[src/rtl/sm_run_ctrl_pkg.sv]
// sm_run_ctrl_pkg: state/command encodings and hold-counter sizing for sm_run_ctrl
package sm_run_ctrl_pkg;
  typedef enum logic [1:0] {ST_RESET_HOLD = 2'b00, ST_HALT = 2'b01, ST_RUN = 2'b10, ST_STEP = 2'b11} state_t;
  typedef enum logic [1:0] {OP_RUN = 2'b00, OP_HALT = 2'b01, OP_STEP = 2'b10, OP_SET_LIMIT = 2'b11} cmd_op_t;
  localparam int HOLD_CNT_W = 8;
endpackage

[src/rtl/sm_run_step_counter.sv]
// sm_run_step_counter: loadable down-counter flagging its last count, shared by STEP and RESET_HOLD
module sm_run_step_counter #(
  parameter int W = 32
) (
  input  logic         clk,
  input  logic         i_load,
  input  logic [W-1:0] i_val,
  input  logic         i_dec,
  output logic         o_last
);
  logic [W-1:0] r_cnt;
  always_ff @(posedge clk)
    r_cnt <= i_load ? i_val : (i_dec && r_cnt != '0) ? r_cnt - 1'b1 : r_cnt;
  assign o_last = r_cnt == W'(1);
endmodule

[src/rtl/sm_run_ctrl.sv]
// sm_run_ctrl: run/halt/step controller with cycle budget for sm_top; SM_RUN_CTRL_BREAKPOINT_EN adds a PC breakpoint
module sm_run_ctrl
  import sm_run_ctrl_pkg::*;
#(
  parameter int CYCLE_W     = 32,
  parameter int HOLD_CYCLES = 4,
  parameter int DIV_W       = 4
) (
  input  logic               clkIn,
  input  logic               rst_p,
  input  logic               cmdValid,
  output logic               cmdReady,
  input  logic [1:0]         cmdOp,
  input  logic [CYCLE_W-1:0] cmdArg,
  input  logic [DIV_W-1:0]   clkDevideIn,
  output logic               clkEnable,
  output logic [DIV_W-1:0]   clkDevide,
  output logic               coreRst,
  output logic [CYCLE_W-1:0] cycleCount,
  output logic [1:0]         state,
`ifdef SM_RUN_CTRL_BREAKPOINT_EN
  input  logic [31:0]        pcIn,
  input  logic               bpEnable,
  input  logic [31:0]        bpAddr,
  output logic               bpHit,
`endif
  output logic               timeout
);
  localparam logic [HOLD_CNT_W-1:0] HOLD_N = HOLD_CNT_W'(HOLD_CYCLES);
  state_t               r_state;
  logic                 r_ready, r_en, r_rst, r_timeout;
  logic [CYCLE_W-1:0]   r_cnt, r_limit;
  logic [DIV_W-1:0]     r_div;
  cmd_op_t              w_op;
  logic                 w_acc, w_lim, w_bp, w_halt, w_go, w_ld, w_dec, w_last;
  logic [CYCLE_W-1:0]   w_cnt_nxt, w_ld_val;
  always_comb begin
    w_op      = cmd_op_t'(cmdOp);
    w_acc     = cmdValid && r_ready;
    w_cnt_nxt = (r_en && !(&r_cnt)) ? r_cnt + 1'b1 : r_cnt;
    w_lim     = r_en && r_limit != '0 && w_cnt_nxt >= r_limit;
    w_halt    = w_lim || w_bp || (r_state == ST_STEP && w_last);
    w_go      = w_acc && !w_halt && !r_timeout && r_state == ST_HALT && (w_op == OP_RUN || w_op == OP_STEP);
    w_ld      = rst_p || (w_go && w_op == OP_STEP);
    w_ld_val  = rst_p ? CYCLE_W'(HOLD_N) : (cmdArg == '0) ? CYCLE_W'(1) : cmdArg;
    w_dec     = r_state == ST_RESET_HOLD || r_state == ST_STEP;
  end
  sm_run_step_counter #(.W(CYCLE_W)) u_cnt (
    .clk    (clkIn),
    .i_load (w_ld),
    .i_val  (w_ld_val),
    .i_dec  (w_dec),
    .o_last (w_last)
  );
  always_ff @(posedge clkIn) begin
    if (rst_p) begin
      r_state   <= ST_RESET_HOLD;
      r_rst     <= 1'b1;
      r_en      <= 1'b0;
      r_ready   <= 1'b0;
      r_cnt     <= '0;
      r_limit   <= '0;
      r_timeout <= 1'b0;
      r_div     <= '0;
    end else if (r_state == ST_RESET_HOLD) begin
      if (w_last) begin
        r_state <= ST_HALT;
        r_rst   <= 1'b0;
        r_ready <= 1'b1;
      end
    end else begin
      r_cnt <= w_cnt_nxt;
      if (r_state == ST_HALT) r_div <= clkDevideIn;
      if (w_lim) r_timeout <= 1'b1;
      // a SET_LIMIT landing on the limit-hit edge still clears the flag it would set
      if (w_acc && w_op == OP_SET_LIMIT) begin
        r_limit   <= cmdArg;
        r_timeout <= 1'b0;
      end
      if (w_halt || (w_acc && w_op == OP_HALT)) begin
        r_state <= ST_HALT;
        r_en    <= 1'b0;
        r_ready <= 1'b1;
      end else if (w_go) begin
        r_state <= w_op == OP_STEP ? ST_STEP : ST_RUN;
        r_en    <= 1'b1;
        r_ready <= w_op != OP_STEP;
      end
    end
  end
`ifdef SM_RUN_CTRL_BREAKPOINT_EN
  logic r_bp;
  assign w_bp = bpEnable && pcIn == bpAddr && r_en;
  always_ff @(posedge clkIn)
    r_bp <= rst_p ? 1'b0 : w_bp ? 1'b1 : w_go ? 1'b0 : r_bp;
  assign bpHit = r_bp;
`else
  assign w_bp = 1'b0;
`endif
  assign cmdReady   = r_ready;
  assign clkEnable  = r_en;
  assign clkDevide  = r_div;
  assign coreRst    = r_rst;
  assign cycleCount = r_cnt;
  assign state      = r_state;
  assign timeout    = r_timeout;
endmodule

[config.mk]
export PLATFORM = sky130hd
export DESIGN_NAME = sm_run_ctrl
export DESIGN_NICKNAME = d
export VERILOG_FILES = /design/src/rtl/sm_run_ctrl_pkg.sv /design/src/rtl/sm_run_step_counter.sv /design/src/rtl/sm_run_ctrl.sv
export SDC_FILE = /design/constraint.sdc
export NUM_CORES = 1
export LEC_CHECK = 0
export ABC_AREA = 1
export BUFFER_PORTS_ARGS = -buffer_cell sky130_fd_sc_hd__buf_2
export CAP_MARGIN = 20
export CORE_MARGIN = 1.5
export CORE_UTILIZATION = 64
export DETAILED_ROUTE_END_ITERATION = 7
export HOLD_SLACK_MARGIN = 0.15
export PLACE_DENSITY_LB_ADDON = 0.12
export SYNTH_ARGS = -nofsm -noshare
export SYNTH_HDL_FRONTEND = slang
export SYNTH_SLANG_ARGS = --single-unit
[constraint.sdc]
create_clock -name clkIn -period 8.45 [get_ports clkIn]
set_input_delay 1.2675 -clock clkIn [delete_from_list [all_inputs] [get_ports clkIn]]
set_output_delay 1.2675 -clock clkIn [all_outputs]
set_load 0.01 [all_outputs]
---- Word level (Yosys, flattened, before mapping) ----
Index checks and enable logic that the tools add are counted.
storage, ports and cells
  flip-flop bits (word level) ............. 106
  bits of input ports ..................... 41
  word-level logic and storage cells ...... 76
  RAM bits ................................ 0
  bits in latches ......................... 0
  memories kept ........................... 0
  ROM bits ................................ 0
cells by class
  multipliers ............................. 0
  shift-type cells ........................ 0
  reductions and logical operators ........ 37
  $lt $le $gt $ge ......................... 1
  equal/unequal tests ..................... 8
  add/sub/neg operators ................... 2
  bitwise gates (word level) .............. 1
  muxes and demuxes ....................... 18
  divide/modulo/power cells ............... 0
operators by type and width
  kind                   count
  $mux 32                5
  $reduce_bool 32->1     2
  $add 32x1->32 const B  1
  $eq 32x1->1 const B    1
  $ge 32x32->1           1
  $logic_not 32->1       1
  $reduce_and 32->1      1
  $sub 32x1->32 const B  1
  $logic_and 1x1->1      13
  $reduce_and 2->1       6
  $mux 1                 9
  $mux 2                 4
  $eq 2x2->1 const B     3
  $reduce_bool 2->1      3
  $logic_or 1x1->1       5
  $eq 2x1->1 const B     2
  $logic_not 2->1        2
  $ne 2x2->1 const B     2
  $logic_not 1->1        3
  $reduce_bool 3->1      1
  $not 1->1              1

---- Longest topological paths before layout ----
Gate-level depths: netlist (run 1).
  word-level depth ........................ 15
  mapped depth ............................ 32

---- By module ----
Synthesis (run 1) repeated with hierarchy kept, for this count alone.
second synthesis, totals
  cells, all modules ...................... 1076
  area, all modules ....................... 7249.5 sq um
modules (own cells, without submodules)
  module               times used  area each (sq um)  cells an instance
  sm_run_ctrl          1           5012.3             762
  sm_run_step_counter  1           2237.1             314

---- Worst setup path after synthesis (run 1) ----
OpenSTA, ideal clock, no wires.
  path type ............................... register -> register
  start point ............................. register r_cnt[0], in the netlist cycleCount[0]
  end point ............................... register u_cnt.r_cnt[0], enable pin
  required time ........................... 8.025 ns
  path slack .............................. 3.847 ns
  library setup time ...................... 0.425 ns
  arrival time ............................ 4.178 ns
  stages on the path, launching flop included .. 31
  cells stage by stage .................... dfxtp_1 -> ha_1 -> nand4_2 -> nor2_2 -> inv_2 -> nor2_4 -> nand2_1 -> nand2_2 -> buf_6 -> nor2_2 -> nand2_2 -> xor2_1 -> inv_1 -> ha_1 -> nand2_1 -> inv_1 -> nand2_1 -> nand2_1 -> nand2_1 -> nand2_1 -> nor2_1 -> nand2_1 -> nand2_1 -> nand2_2 -> a21boi_4 -> nand3_4 -> nand2_4 -> inv_4 -> buf_8 -> buf_8 -> o21ai_1
between the ends
  word-level cells in the longest chain between the ends .. 15
  elaborated cells between the ends (all ways) .. 16
RTL lines
  item                                                   line                       source
  start, declared                                        sm_run_ctrl.sv:32          logic [CYCLE_W-1:0] r_cnt, r_limit;
  start signal, assigned                                 sm_run_ctrl.sv:72          r_cnt <= w_cnt_nxt;
  branches (longest 3 deep; another with $add 32x1->32)  -
  $mux 32 (*)                                            sm_run_ctrl.sv:40          w_cnt_nxt = (r_en && !(&r_cnt)) ? r_cnt + 1'b1 : r_cnt;
  net w_cnt_nxt[10]                                      sm_run_ctrl.sv:36          logic [CYCLE_W-1:0] w_cnt_nxt, w_ld_val;
  $ge 32x32->1 (*)                                       sm_run_ctrl.sv:41          w_lim = r_en && r_limit != '0 && w_cnt_nxt >= r_limit;
  $logic_and 1x1->1 (*)                                  sm_run_ctrl.sv:41
  $logic_or 1x1->1 (*)                                   sm_run_ctrl.sv:42          w_halt = w_lim || w_bp || (r_state == ST_STEP && w_last);
  $logic_not 1->1 (*)                                    sm_run_ctrl.sv:43          w_go = w_acc && !w_halt && !r_timeout && r_state == ST_HALT && (w_op == OP_RUN || w_op == OP_STEP);
  $logic_and 1x1->1 (*) (4 in a row)                     sm_run_ctrl.sv:43
  $logic_and 1x1->1 (*)                                  sm_run_ctrl.sv:44          w_ld = rst_p || (w_go && w_op == OP_STEP);
  $logic_or 1x1->1 (*)                                   sm_run_ctrl.sv:44
  $reduce_bool 2->1 (no line) (*)                        -
  end signal, assigned                                   sm_run_step_counter.sv:13  r_cnt <= i_load ? i_val : (i_dec && r_cnt != '0) ? r_cnt - 1'b1 : r_cnt;
  end, declared                                          sm_run_step_counter.sv:11  logic [W-1:0] r_cnt;
Mark *: on every way through the listed nets, which the timed path passes.
A chain may end at the register's enable or synchronous reset.

---- Worst setup path in the final report (run 1) ----
  start point ............................. register r_cnt[0], in the netlist cycleCount[0]
  end point ............................... register u_cnt.r_cnt[4], enable pin
Same word-level chain as after synthesis.

==> run summary, run 1 <==
=======================================================================================
Number of violations reported at the end of detailed-routing iteration 0            423
Syn_nets                                                                           1009
Clock Tree Buf Depth                                                                  2
Number of buffers inserted during clock tree synthesis                                9
Critical path startpoint category                                                  flop
Required time of the critical path                                              8510 ps
HPWL Detailed                                                              12800 microns
Worst-case headroom to the max-slew limit                                         35.1%
Share of the yosys chip area belonging to registers                               35.5%
Overall die height                                                          107 microns
Post-route DRC                                                                        0
Total Routing Usage GR                                                            31.0%
Final core utilization                                                            73.0%
PnR worst setup slack                                                           3650 ps
Worst Hold Class                                                           flop to flop
Slowest CP cell                                                            sky130_fd_sc_hd__a21boi_2
# clock sinks                                                                       106
Maximum resistive drop on vdd                                                    161 uV
Routed wire length                                                         16800 microns
Post-synthesis instance area                                                 6870 sq um
Number of port buffers                                                               82
Dominant cell type by area after synthesis                                 sky130_fd_sc_hd__dfxtp_1
RSZ-0062 raised after global routing                                              false
Clk Tree Root Cell                                                         sky130_fd_sc_hd__clkbuf_8
Final count of hold timing violations                                                 0
Share of post-route cells with drive strength above 1                             17.5%
Die X                                                                       107 microns
Clock-pin slew on the worst setup and hold paths                                 100 ps
Number of antenna violations at the first check in global routing                     0
Tightest Pin Transition                                                          967 ps
Leftover overflow at the end of global routing                                        0
Cells after Synth                                                                   929
IO Pins                                                                              83
CTS-repair resized insts                                                              0
Worst skew pair latency                                                          390 ps
TNS Setup                                                                          0 ps
Critical path buffers and inverters                                                   4
Worst Setup End Kind                                                               flop
Pin count of the biggest net entering global routing                                 90
Starting utilization of the core area                                             66.3%
Final estimated routing congestion in global placement                            0.947
DR pass1 iterations                                                                   5
Site Rows                                                                            37
Top cell type's share of synthesized area                                         21.6%
Max Cap Viol                                                                          0
Avg Inst Size Synth                                                          7.40 sq um
Number of unique standard cell types used by synthesis                               49
Static leakage power                                                         0.00353 uW
Die area                                                                    11400 sq um
Worst-path cell chain                                                      ha_1, nand4_2, nor2_2, inv_2, nor2_4, a21boi_2, nand3b_1, nor2_1, xnor2_1, inv_1, ha_1, nand2_1, o21ai_1, nand2_1, nand3_1, nor2_1, nand2_2, a21boi_4, nand3_4, nand2_4, inv_4, o21ai_2, buf_4
Global-route wire length before repair                                     27700 microns
Share of synthesized flip-flops with an asynchronous set or reset                    0%
Setup Buffers After CTS                                                               0
Max stage delay on crit path                                                     760 ps
Upper clock frequency limit                                                     208 MHz
Total setup violations reported at the end of the flow                                0
Leading register cell type out of synthesis                                sky130_fd_sc_hd__dfxtp_1
Per-cell routed wire length                                                14.8 microns
Vias after detailed routing                                                        6374
Top delay family on crit path                                              simple AND/OR/NAND/NOR gates
Synth top area cells                                                       sky130_fd_sc_hd__dfxtp_1 (22%), sky130_fd_sc_hd__edfxtp_1 (14%), sky130_fd_sc_hd__nand2_1 (8.8%)
Number of vias per cell                                                            5.61
Count of hold buffers inserted by post-cts repair                                     0
Area growth from synthesis to final layout                                        10.1%
Number of flops mapped to enable cells by yosys                                      32
Shortest period the worst path allows                                           4800 ps
TritonCTS clock tree                                                              built
Post-route fraction of the period consumed by the critical path                   56.8%
Data arrival time of the worst path                                             4860 ps
Max Fanout on Critical Path                                                          29
Power per cell area                                                         162 nW/um^2
H-Tree Level Count                                                                    3
Slew Viols, Final                                                                     0
Most numerous cell in the Yosys netlist                                    sky130_fd_sc_hd__nand2_1
Post-placement setup slack                                                      3660 ps
Final net count                                                                    1074
Core area                                                                   10400 sq um
Number of register bits inferred by synthesis                                       106
Crit path kind                                                             flop to flop
Outcome                                                                       completed
Routed Antenna Nets                                                                   0
Clock skew                                                                      13.6 ps
Commonest cells in the netlist                                             sky130_fd_sc_hd__nand2_1 (162), sky130_fd_sc_hd__inv_1 (89), sky130_fd_sc_hd__nor2_1 (89), sky130_fd_sc_hd__dfxtp_1 (74), sky130_fd_sc_hd__o21ai_0 (69)
Syn. warnings                                                                         0
Overall Power                                                                   1220 uW
Via count of the first global-routing pass                                         5759
=======================================================================================
-- layout by cell type (no fill, tap or decap), types with 13 or more instances in the layout --
master and n:
sky130_fd_sc_hd__xnor2_1 13, sky130_fd_sc_hd__edfxtp_1 32, sky130_fd_sc_hd__buf_2 82, sky130_fd_sc_hd__inv_1 89, sky130_fd_sc_hd__a21oi_1 65, sky130_fd_sc_hd__nand2_1 162
sky130_fd_sc_hd__o21ai_0 69, sky130_fd_sc_hd__nand3_1 40, sky130_fd_sc_hd__nor4_1 15, sky130_fd_sc_hd__nor3_1 13, sky130_fd_sc_hd__xor2_1 41, sky130_fd_sc_hd__nor2_1 89
sky130_fd_sc_hd__nand4_1 33, sky130_fd_sc_hd__inv_2 33, sky130_fd_sc_hd__dfxtp_1 74, sky130_fd_sc_hd__o21ai_1 22, sky130_fd_sc_hd__ha_1 39
-- power breakdown --
part           leakage (uW)  total (uW)  switching (uW)  internal [uW]
sequential         0.000978         602            39.2            563
clock              0.000118         362             179            183
combinational       0.00244         261             162           98.6
-- worst paths after layout --
path | startpoint | to | slack [ps] | cells past startpoint
max reg2reg | cycleCount[0]$_SDFFE_PP0P_ | u_cnt.r_cnt[4]$_DFFE_PP_ | 3650 | 23
min | coreRst$_SDFFE_PP1P_ | coreRst$_SDFFE_PP1P_ | 450 | 2
min reg2reg | coreRst$_SDFFE_PP1P_ | coreRst$_SDFFE_PP1P_ | 450 | 2
max | cycleCount[0]$_SDFFE_PP0P_ | u_cnt.r_cnt[4]$_DFFE_PP_ | 3650 | 23
-- sequential cells by signal, summed over array words and instances (netlist names) --
signal / cells
cycleCount: 32
r_limit: 32
clkEnable: 1
timeout: 1
coreRst: 1
u_cnt.r_cnt: 32
clkDevide: 4
cmdReady: 1
state: 2
-- tightest hold or removal path, stage by stage, from the launching register on --
cell and delay [ps]:
sky130_fd_sc_hd__dfxtp_1 320, sky130_fd_sc_hd__nand2_1 60, sky130_fd_sc_hd__nand2_1 40
-- per-layer routing --
metal | track usage, % | vias up | part of all wire (%)
met1 | 43.4 | 2885 | 45
met3 | 6.50 | 25 | 7.7
met5 | 0 | - | 0
li1 | - | 3222 | -
met4 | 9.33 | 0 | 1.7
met2 | 48.1 | 242 | 46
-- cell type report --
class                           count  area [sq um]
Multi-Input combinational cell    667          3810
Fill cell                         872          2800
Sequential cell                   106          2440
Inverter                          124           468
Timing Repair Buffer               86           440
Clock buffer                       14           195
Tap cell                          136           170
Clock inverter                      2          38.8
Antenna cell                        1          2.50
-- stage by stage --
stage                     area, sq um  std cells  hold WS [ps]
after floorplan                  6870        929           437
after global placement           7330       1119           429
after detailed placement         7330       1119           431
after CTS                        7560       1135           458
after global routing             7560       1135           476
final                            7570       1136           453
-- kinds of logic after synthesis --
group / Yosys count / synth area share (%)
buffers and inverters: 156 / 9.08
XOR/XNOR: 55 / 7.12
AND/OR/NAND/NOR: 394 / 27.0
adder cells (fa/ha/maj): 39 / 7.10
AO/OA/AOI/OAI: 179 / 14.1
flip-flops: 106 / 35.5
(Power assumes the default switching activity.)
==> run 2, diff against run 1 <==
CORE_UTILIZATION = 59   (was 64)
clock period = 4.7 ns   (was 8.45 ns; I/O delays follow)
==> run 2 against run 1 <==
Net effect:
- clock power is 120% higher
- clock-buffer cell count shrank 2
- cell count is 0.97% higher
- worst hold slack is essentially flat
==> run summary, run 2 (synthesized netlist as in run 1, its figures left out) <==
=======================================================================================
Most frequent cells in the layout                                          sky130_fd_sc_hd__nand2_1 (162), sky130_fd_sc_hd__inv_1 (89), sky130_fd_sc_hd__nor2_1 (89), sky130_fd_sc_hd__buf_2 (82), sky130_fd_sc_hd__dfxtp_1 (74)
Switching fraction of total power                                                 29.8%
Slew Viols, Final                                                                     0
Hold_sp                                                                    coreRst$_SDFFE_PP1P_
Worst Hold Class                                                           flop to flop
Worst-case headroom to the max-slew limit                                         46.7%
Clock-pin slew on the worst setup and hold paths                                  70 ps
Grt peak-use layer                                                                 met2
Power per cell area                                                         305 nW/um^2
Total instance count after detailed placement                                      1131
Crit path kind                                                             flop to flop
Final count of hold timing violations                                                 0
Site Rows                                                                            39
Critical path startpoint category                                                  flop
Worst skew pair latency                                                          350 ps
Starting utilization of the core area                                             60.4%
IO Pins                                                                              83
Reg power frac                                                                    46.0%
Upper clock frequency limit                                                     232 MHz
Final estimated routing congestion in global placement                            0.981
Total Routing Usage GR                                                            29.0%
Die area                                                                    12300 sq um
Overall die height                                                          111 microns
Clock Tree Buf Depth                                                                  2
Clock skew                                                                      7.53 ps
Routed Antenna Nets                                                                   0
Per-cell routed wire length                                                15.2 microns
Final net count                                                                    1079
Pin count of the biggest net entering global routing                                 90
Hold-critical path endpoint                                                coreRst$_SDFFE_PP1P_
Power spent charging and discharging nets                                        701 uW
Tightest Pin Transition                                                          799 ps
Worst Setup End Kind                                                               flop
Leftover overflow at the end of global routing                                        0
Gate power share                                                                  20.3%
Maximum resistive drop on vdd                                                    249 uV
HPWL Detailed                                                              13200 microns
Post-route fraction of the period consumed by the critical path                   91.7%
Core area                                                                   11400 sq um
Data arrival time of the worst path                                             4360 ps
Required time of the critical path                                              4750 ps
TNS Setup                                                                          0 ps
Number of vias per cell                                                            5.61
Most common library cell in the layout ignoring fill and taps              sky130_fd_sc_hd__nand2_1
PnR worst setup slack                                                            391 ps
Final cell area excluding filler cells                                       7710 sq um
FF-to-FF End                                                               u_cnt.r_cnt[24]$_DFFE_PP_
Start of the worst register-to-register path                               cycleCount[0]$_SDFFE_PP0P_
# clock sinks                                                                       106
Count of inserted antenna diode cells                                                 0
Static leakage power                                                         0.00360 uW
Share of post-route cells with drive strength above 1                             18.0%
Global-route met2 utilization                                                     45.9%
Global-route wire length before repair                                     28900 microns
H-Tree Level Count                                                                    3
Outcome                                                                       completed
Total setup violations reported at the end of the flow                                0
Worst setup slack for register-to-register paths                                 390 ps
Total cell area at the placement stage                                       7390 sq um
DR pass1 iterations                                                                   5
Max Cap Viol                                                                          0
Number of buffers inserted during clock tree synthesis                                9
Max Fanout on Critical Path                                                          29
Routing usage on met3                                                             4.87%
Shortest period the worst path allows                                           4310 ps
Global-route track usage on met1                                                  40.2%
Number of violations reported at the end of detailed-routing iteration 0            657
Routed wire length                                                         17500 microns
Vias after detailed routing                                                        6430
TritonCTS clock tree                                                              built
Internal power                                                                  1650 uW
Worst-case reg-to-reg path depth                                                     27
Cell count of the worst hold path                                                     2
Via count of the first global-routing pass                                         5931
Post-placement setup slack                                                       356 ps
Number of antenna violations at the first check in global routing                     0
Setup Buffers After CTS                                                               0
Post-route DRC                                                                        0
Area growth from synthesis to final layout                                        12.2%
Worst-case hold slack                                                            453 ps
Number of port buffers                                                               82
Die X                                                                       111 microns
RSZ-0062 raised after global routing                                              false
Clk Tree Root Cell                                                         sky130_fd_sc_hd__clkbuf_16
Clock power share                                                                 33.8%
Non-Filler Instances                                                               1147
=======================================================================================
==> run 2: area by class of cell <==
class	instances	area [sq um]
Clock inverter	4	47.5
Multi-Input combinational cell	667	3820
Inverter	124	468
Fill cell	1010	3660
Sequential cell	106	2440
Clock buffer	12	268
Tap cell	143	179
Timing Repair Buffer	91	490
==> run 2: metal layers <==
metal | share of wire (%) | routed length, microns
met1 | 45 | 7910
met2 | 46 | 8030
met3 | 6.7 | 1180
met4 | 2.0 | 358
met5 | 0 | 0
==> run 2: per-stage QoR <==
step | utilization (%) | power [uW]
finish | 67.8 | 2350
global route | 67.8 | 2480
CTS | 67.8 | 2360
detailed placement | 65.0 | 1570
global placement | 65.0 | 1560
floorplan | - | 1440
==> run 2: worst max-delay path: stages (launching register included) <==
cell and delay (ps):
sky130_fd_sc_hd__dfxtp_1 450, sky130_fd_sc_hd__ha_1 250, sky130_fd_sc_hd__nand4_2 160, sky130_fd_sc_hd__nor2_2 150, sky130_fd_sc_hd__inv_2 90, sky130_fd_sc_hd__nor2_4 100
sky130_fd_sc_hd__nand2_1 70, sky130_fd_sc_hd__nand2_2 240, sky130_fd_sc_hd__nor2_2 100, sky130_fd_sc_hd__nand2_2 90, sky130_fd_sc_hd__nor2_1 50, sky130_fd_sc_hd__xor2_1 240
sky130_fd_sc_hd__inv_1 110, sky130_fd_sc_hd__ha_1 280, sky130_fd_sc_hd__nand2_1 60, sky130_fd_sc_hd__nor2_1 50, sky130_fd_sc_hd__nand2_1 70, sky130_fd_sc_hd__nor2_1 50
sky130_fd_sc_hd__nor2_1 90, sky130_fd_sc_hd__nand2_1 70, sky130_fd_sc_hd__nand2_1 70, sky130_fd_sc_hd__nand2_2 80, sky130_fd_sc_hd__a21boi_4 210, sky130_fd_sc_hd__nand3_4 100
sky130_fd_sc_hd__nand2_4 180, sky130_fd_sc_hd__inv_4 170, sky130_fd_sc_hd__o21ai_4 200, sky130_fd_sc_hd__buf_12 240
==> run 2: worst max-delay path by stage <==
stage                                     startpoint                   endpoint  slack, ps  cells past startpoint
after floorplan           cycleCount[0]$_SDFFE_PP0P_   u_cnt.r_cnt[0]$_DFFE_PP_        100                     30
after global placement    cycleCount[0]$_SDFFE_PP0P_  u_cnt.r_cnt[27]$_DFFE_PP_        500                     27
after detailed placement  cycleCount[0]$_SDFFE_PP0P_  u_cnt.r_cnt[27]$_DFFE_PP_        360                     27
after CTS                 cycleCount[0]$_SDFFE_PP0P_  u_cnt.r_cnt[22]$_DFFE_PP_        350                     27
after global routing      cycleCount[0]$_SDFFE_PP0P_  u_cnt.r_cnt[29]$_DFFE_PP_         20                     27
final                     cycleCount[0]$_SDFFE_PP0P_  u_cnt.r_cnt[24]$_DFFE_PP_        390                     27
==> run 2: repair_timing <==
action | CTS | global route
hold buffers | 0 | 0
setup endpoints to repair | 0 | 24
resized for setup | 0 | 1
endpoints found under the hold margin | 0 | 0
==> run 2: power groups by stage <==
| stage | combinational [uW] | sequential, uW | clock [uW] |
|---|---|---|---|
| global route | 538 | 1090 | 851 |
| detailed placement | 469 | 1100 | 0 |
| finish | 476 | 1080 | 794 |
| CTS | 475 | 1080 | 806 |
| global placement | 465 | 1100 | 0 |
| floorplan | 354 | 1090 | 0 |
==> run 3, diff against run 2 <==
CORE_MARGIN = 2   (was 1.5)
==> run 3 against run 2 <==
Net effect:
- global-route usage hardly changed
- largest power group unchanged
- first-iteration DRC count is 8.8% lower
- non-clock buffer count is 2 lower
- maximum frequency is 0.52% lower
- core utilization hardly changed
==> run summary, run 3 (synthesized netlist as in run 1, its figures left out) <==
=======================================================================================
Post-route fraction of the period consumed by the critical path                   92.2%
Leftover overflow at the end of global routing                                        0
Overall die height                                                          112 microns
Worst setup slack for register-to-register paths                                 370 ps
Die area                                                                    12500 sq um
Maximum resistive drop on vdd                                                    322 uV
Die X                                                                       112 microns
# clock sinks                                                                       106
Layout fillers                                                                     1029
TritonCTS clock tree                                                              built
Per-cell routed wire length                                                15.4 microns
Setup Buffers After CTS                                                               0
Required time of the critical path                                              4750 ps
Hold_sp                                                                    coreRst$_SDFFE_PP1P_
Start of the worst register-to-register path                               cycleCount[0]$_SDFFE_PP0P_
CTS-repair resized insts                                                              0
Clock-pin slew on the worst setup and hold paths                                  70 ps
Outcome                                                                       completed
TNS Setup                                                                          0 ps
Worst-case headroom to the max-slew limit                                         57.1%
FF+latch area                                                                2440 sq um
Number of vias per cell                                                            5.58
Shortest period the worst path allows                                           4330 ps
Critical path startpoint category                                                  flop
Total instance count after detailed placement                                      1129
Clock skew                                                                      5.54 ps
Max Cap Viol                                                                          0
Total setup violations reported at the end of the flow                                0
Top delay family on crit path                                              simple AND/OR/NAND/NOR gates
Post-route DRC                                                                        0
Crit path kind                                                             flop to flop
Routed Antenna Nets                                                                   0
Most frequent cells in the layout                                          sky130_fd_sc_hd__nand2_1 (162), sky130_fd_sc_hd__inv_1 (89), sky130_fd_sc_hd__nor2_1 (89), sky130_fd_sc_hd__buf_2 (82), sky130_fd_sc_hd__dfxtp_1 (74)
Critical path buffers and inverters                                                   5
Power per cell area                                                         315 nW/um^2
Max stage delay on crit path                                                     480 ps
Vias after detailed routing                                                        6384
Slew Viols, Final                                                                     0
Clock Tree Buf Depth                                                                  2
IO Pins                                                                              83
Slowest CP cell                                                            sky130_fd_sc_hd__a21boi_2
Number of buffers inserted during clock tree synthesis                                9
H-Tree Level Count                                                                    3
Number of violations reported at the end of detailed-routing iteration 0            599
RSZ-0062 raised after global routing                                              false
Site Rows                                                                            39
Pin count of the biggest net entering global routing                                 56
Worst skew pair latency                                                          360 ps
Worst Setup End Kind                                                               flop
FF-to-FF End                                                               u_cnt.r_cnt[4]$_DFFE_PP_
Final estimated routing congestion in global placement                             1.00
Static leakage power                                                         0.00360 uW
DR pass1 iterations                                                                   5
Cell occurring most often along the worst timing path                      sky130_fd_sc_hd__nand2_1
Core area                                                                   11400 sq um
Final count of hold timing violations                                                 0
Most common library cell in the layout ignoring fill and taps              sky130_fd_sc_hd__nand2_1
Global-route wire length before repair                                     29100 microns
Clk Tree Root Cell                                                         sky130_fd_sc_hd__clkbuf_16
Share of post-route cells with drive strength above 1                             18.0%
Worst-case reg-to-reg path depth                                                     27
Upper clock frequency limit                                                     231 MHz
Routed wire length                                                         17600 microns
Count of inserted antenna diode cells                                                 0
Worst Hold Class                                                           flop to flop
Cell count of the worst hold path                                                     2
Via count of the first global-routing pass                                         6048
Area of the multi-input gates                                                3810 sq um
Area growth from synthesis to final layout                                        12.2%
Tightest Pin Transition                                                          642 ps
Count of hold buffers inserted by post-cts repair                                     0
Starting utilization of the core area                                             60.4%
Number of antenna violations at the first check in global routing                     0
Total Routing Usage GR                                                            29.0%
Non-Filler Instances                                                               1145
Hold-critical path endpoint                                                coreRst$_SDFFE_PP1P_
Final net count                                                                    1077
Data arrival time of the worst path                                             4380 ps
HPWL Detailed                                                              13400 microns
Max Fanout on Critical Path                                                          29
Number of port buffers                                                               82
=======================================================================================
[run 3: layer usage]
layer | global-route usage (%) | part of all wire (%)
met3 | 5.93 | 6.4
met2 | 45.8 | 46
met5 | 0 | 0
met4 | 10.5 | 2.4
met1 | 39.7 | 45
[run 3: through the flow]
stage          hold slack, ps  instance area (sq um)  worst slack [ps]  utilization [%]  power, uW
3_5_place_dp              435                   7360               419             64.8       1570
5_1_grt                   485                   7710              3.85             67.8       2550
2_1_floorplan             437                   6870              97.0                -       1440
3_3_place_gp              424                   7360               555             64.8       1560
4_1_cts                   452                   7710               397             67.8       2440
6_report                  452                   7710               368             67.8       2430
[run 3: worst max-delay path by stage]
stage                                     startpoint                         to  cells after the start
after floorplan           cycleCount[0]$_SDFFE_PP0P_   u_cnt.r_cnt[0]$_DFFE_PP_                     30
after global placement    cycleCount[0]$_SDFFE_PP0P_  u_cnt.r_cnt[25]$_DFFE_PP_                     27
after detailed placement  cycleCount[0]$_SDFFE_PP0P_  u_cnt.r_cnt[23]$_DFFE_PP_                     27
after CTS                 cycleCount[0]$_SDFFE_PP0P_   u_cnt.r_cnt[5]$_DFFE_PP_                     27
after global routing      cycleCount[0]$_SDFFE_PP0P_   u_cnt.r_cnt[5]$_DFFE_PP_                     27
final                     cycleCount[0]$_SDFFE_PP0P_   u_cnt.r_cnt[4]$_DFFE_PP_                     27
[run 3: cell type report]
cell class	instances	share of cell area (%)
inverter	124	6.07
clock buffer	11	3.42
tap	143	2.32
timing repair buffer	89	6.01
clock inverter	5	1.07
multi-input combinational	667	49.4
sequential	106	31.7
[run 3: power breakdown]
| group | total, uW | switching (uW) | internal [uW] |
|---|---|---|---|
| clock | 871 | 355 | 516 |
| combinational | 475 | 297 | 177 |
| sequential | 1080 | 70.4 | 1010 |
| total | 2430 | 723 | 1710 |
[run 3: worst reg2reg max path, cell delays in order, from the launching register on]
cell and delay (ps):
sky130_fd_sc_hd__dfxtp_1 370, sky130_fd_sc_hd__ha_1 270, sky130_fd_sc_hd__nand4_2 130, sky130_fd_sc_hd__nor2_2 50, sky130_fd_sc_hd__inv_2 110, sky130_fd_sc_hd__nor2_4 50, sky130_fd_sc_hd__a21boi_2 480, sky130_fd_sc_hd__buf_4 270
sky130_fd_sc_hd__nand2_1 90, sky130_fd_sc_hd__xor2_1 190, sky130_fd_sc_hd__inv_1 60, sky130_fd_sc_hd__ha_1 290, sky130_fd_sc_hd__nand2_1 70, sky130_fd_sc_hd__nand2_1 40, sky130_fd_sc_hd__nand2_1 50, sky130_fd_sc_hd__nand2_1 40
sky130_fd_sc_hd__nand2_1 60, sky130_fd_sc_hd__nand2_1 50, sky130_fd_sc_hd__nor2_1 90, sky130_fd_sc_hd__nand2_1 80, sky130_fd_sc_hd__nand2_1 70, sky130_fd_sc_hd__nand2_2 80, sky130_fd_sc_hd__a21boi_4 200, sky130_fd_sc_hd__nand3_4 100
sky130_fd_sc_hd__nand2_4 180, sky130_fd_sc_hd__inv_4 170, sky130_fd_sc_hd__o21ai_2 110, sky130_fd_sc_hd__buf_4 260
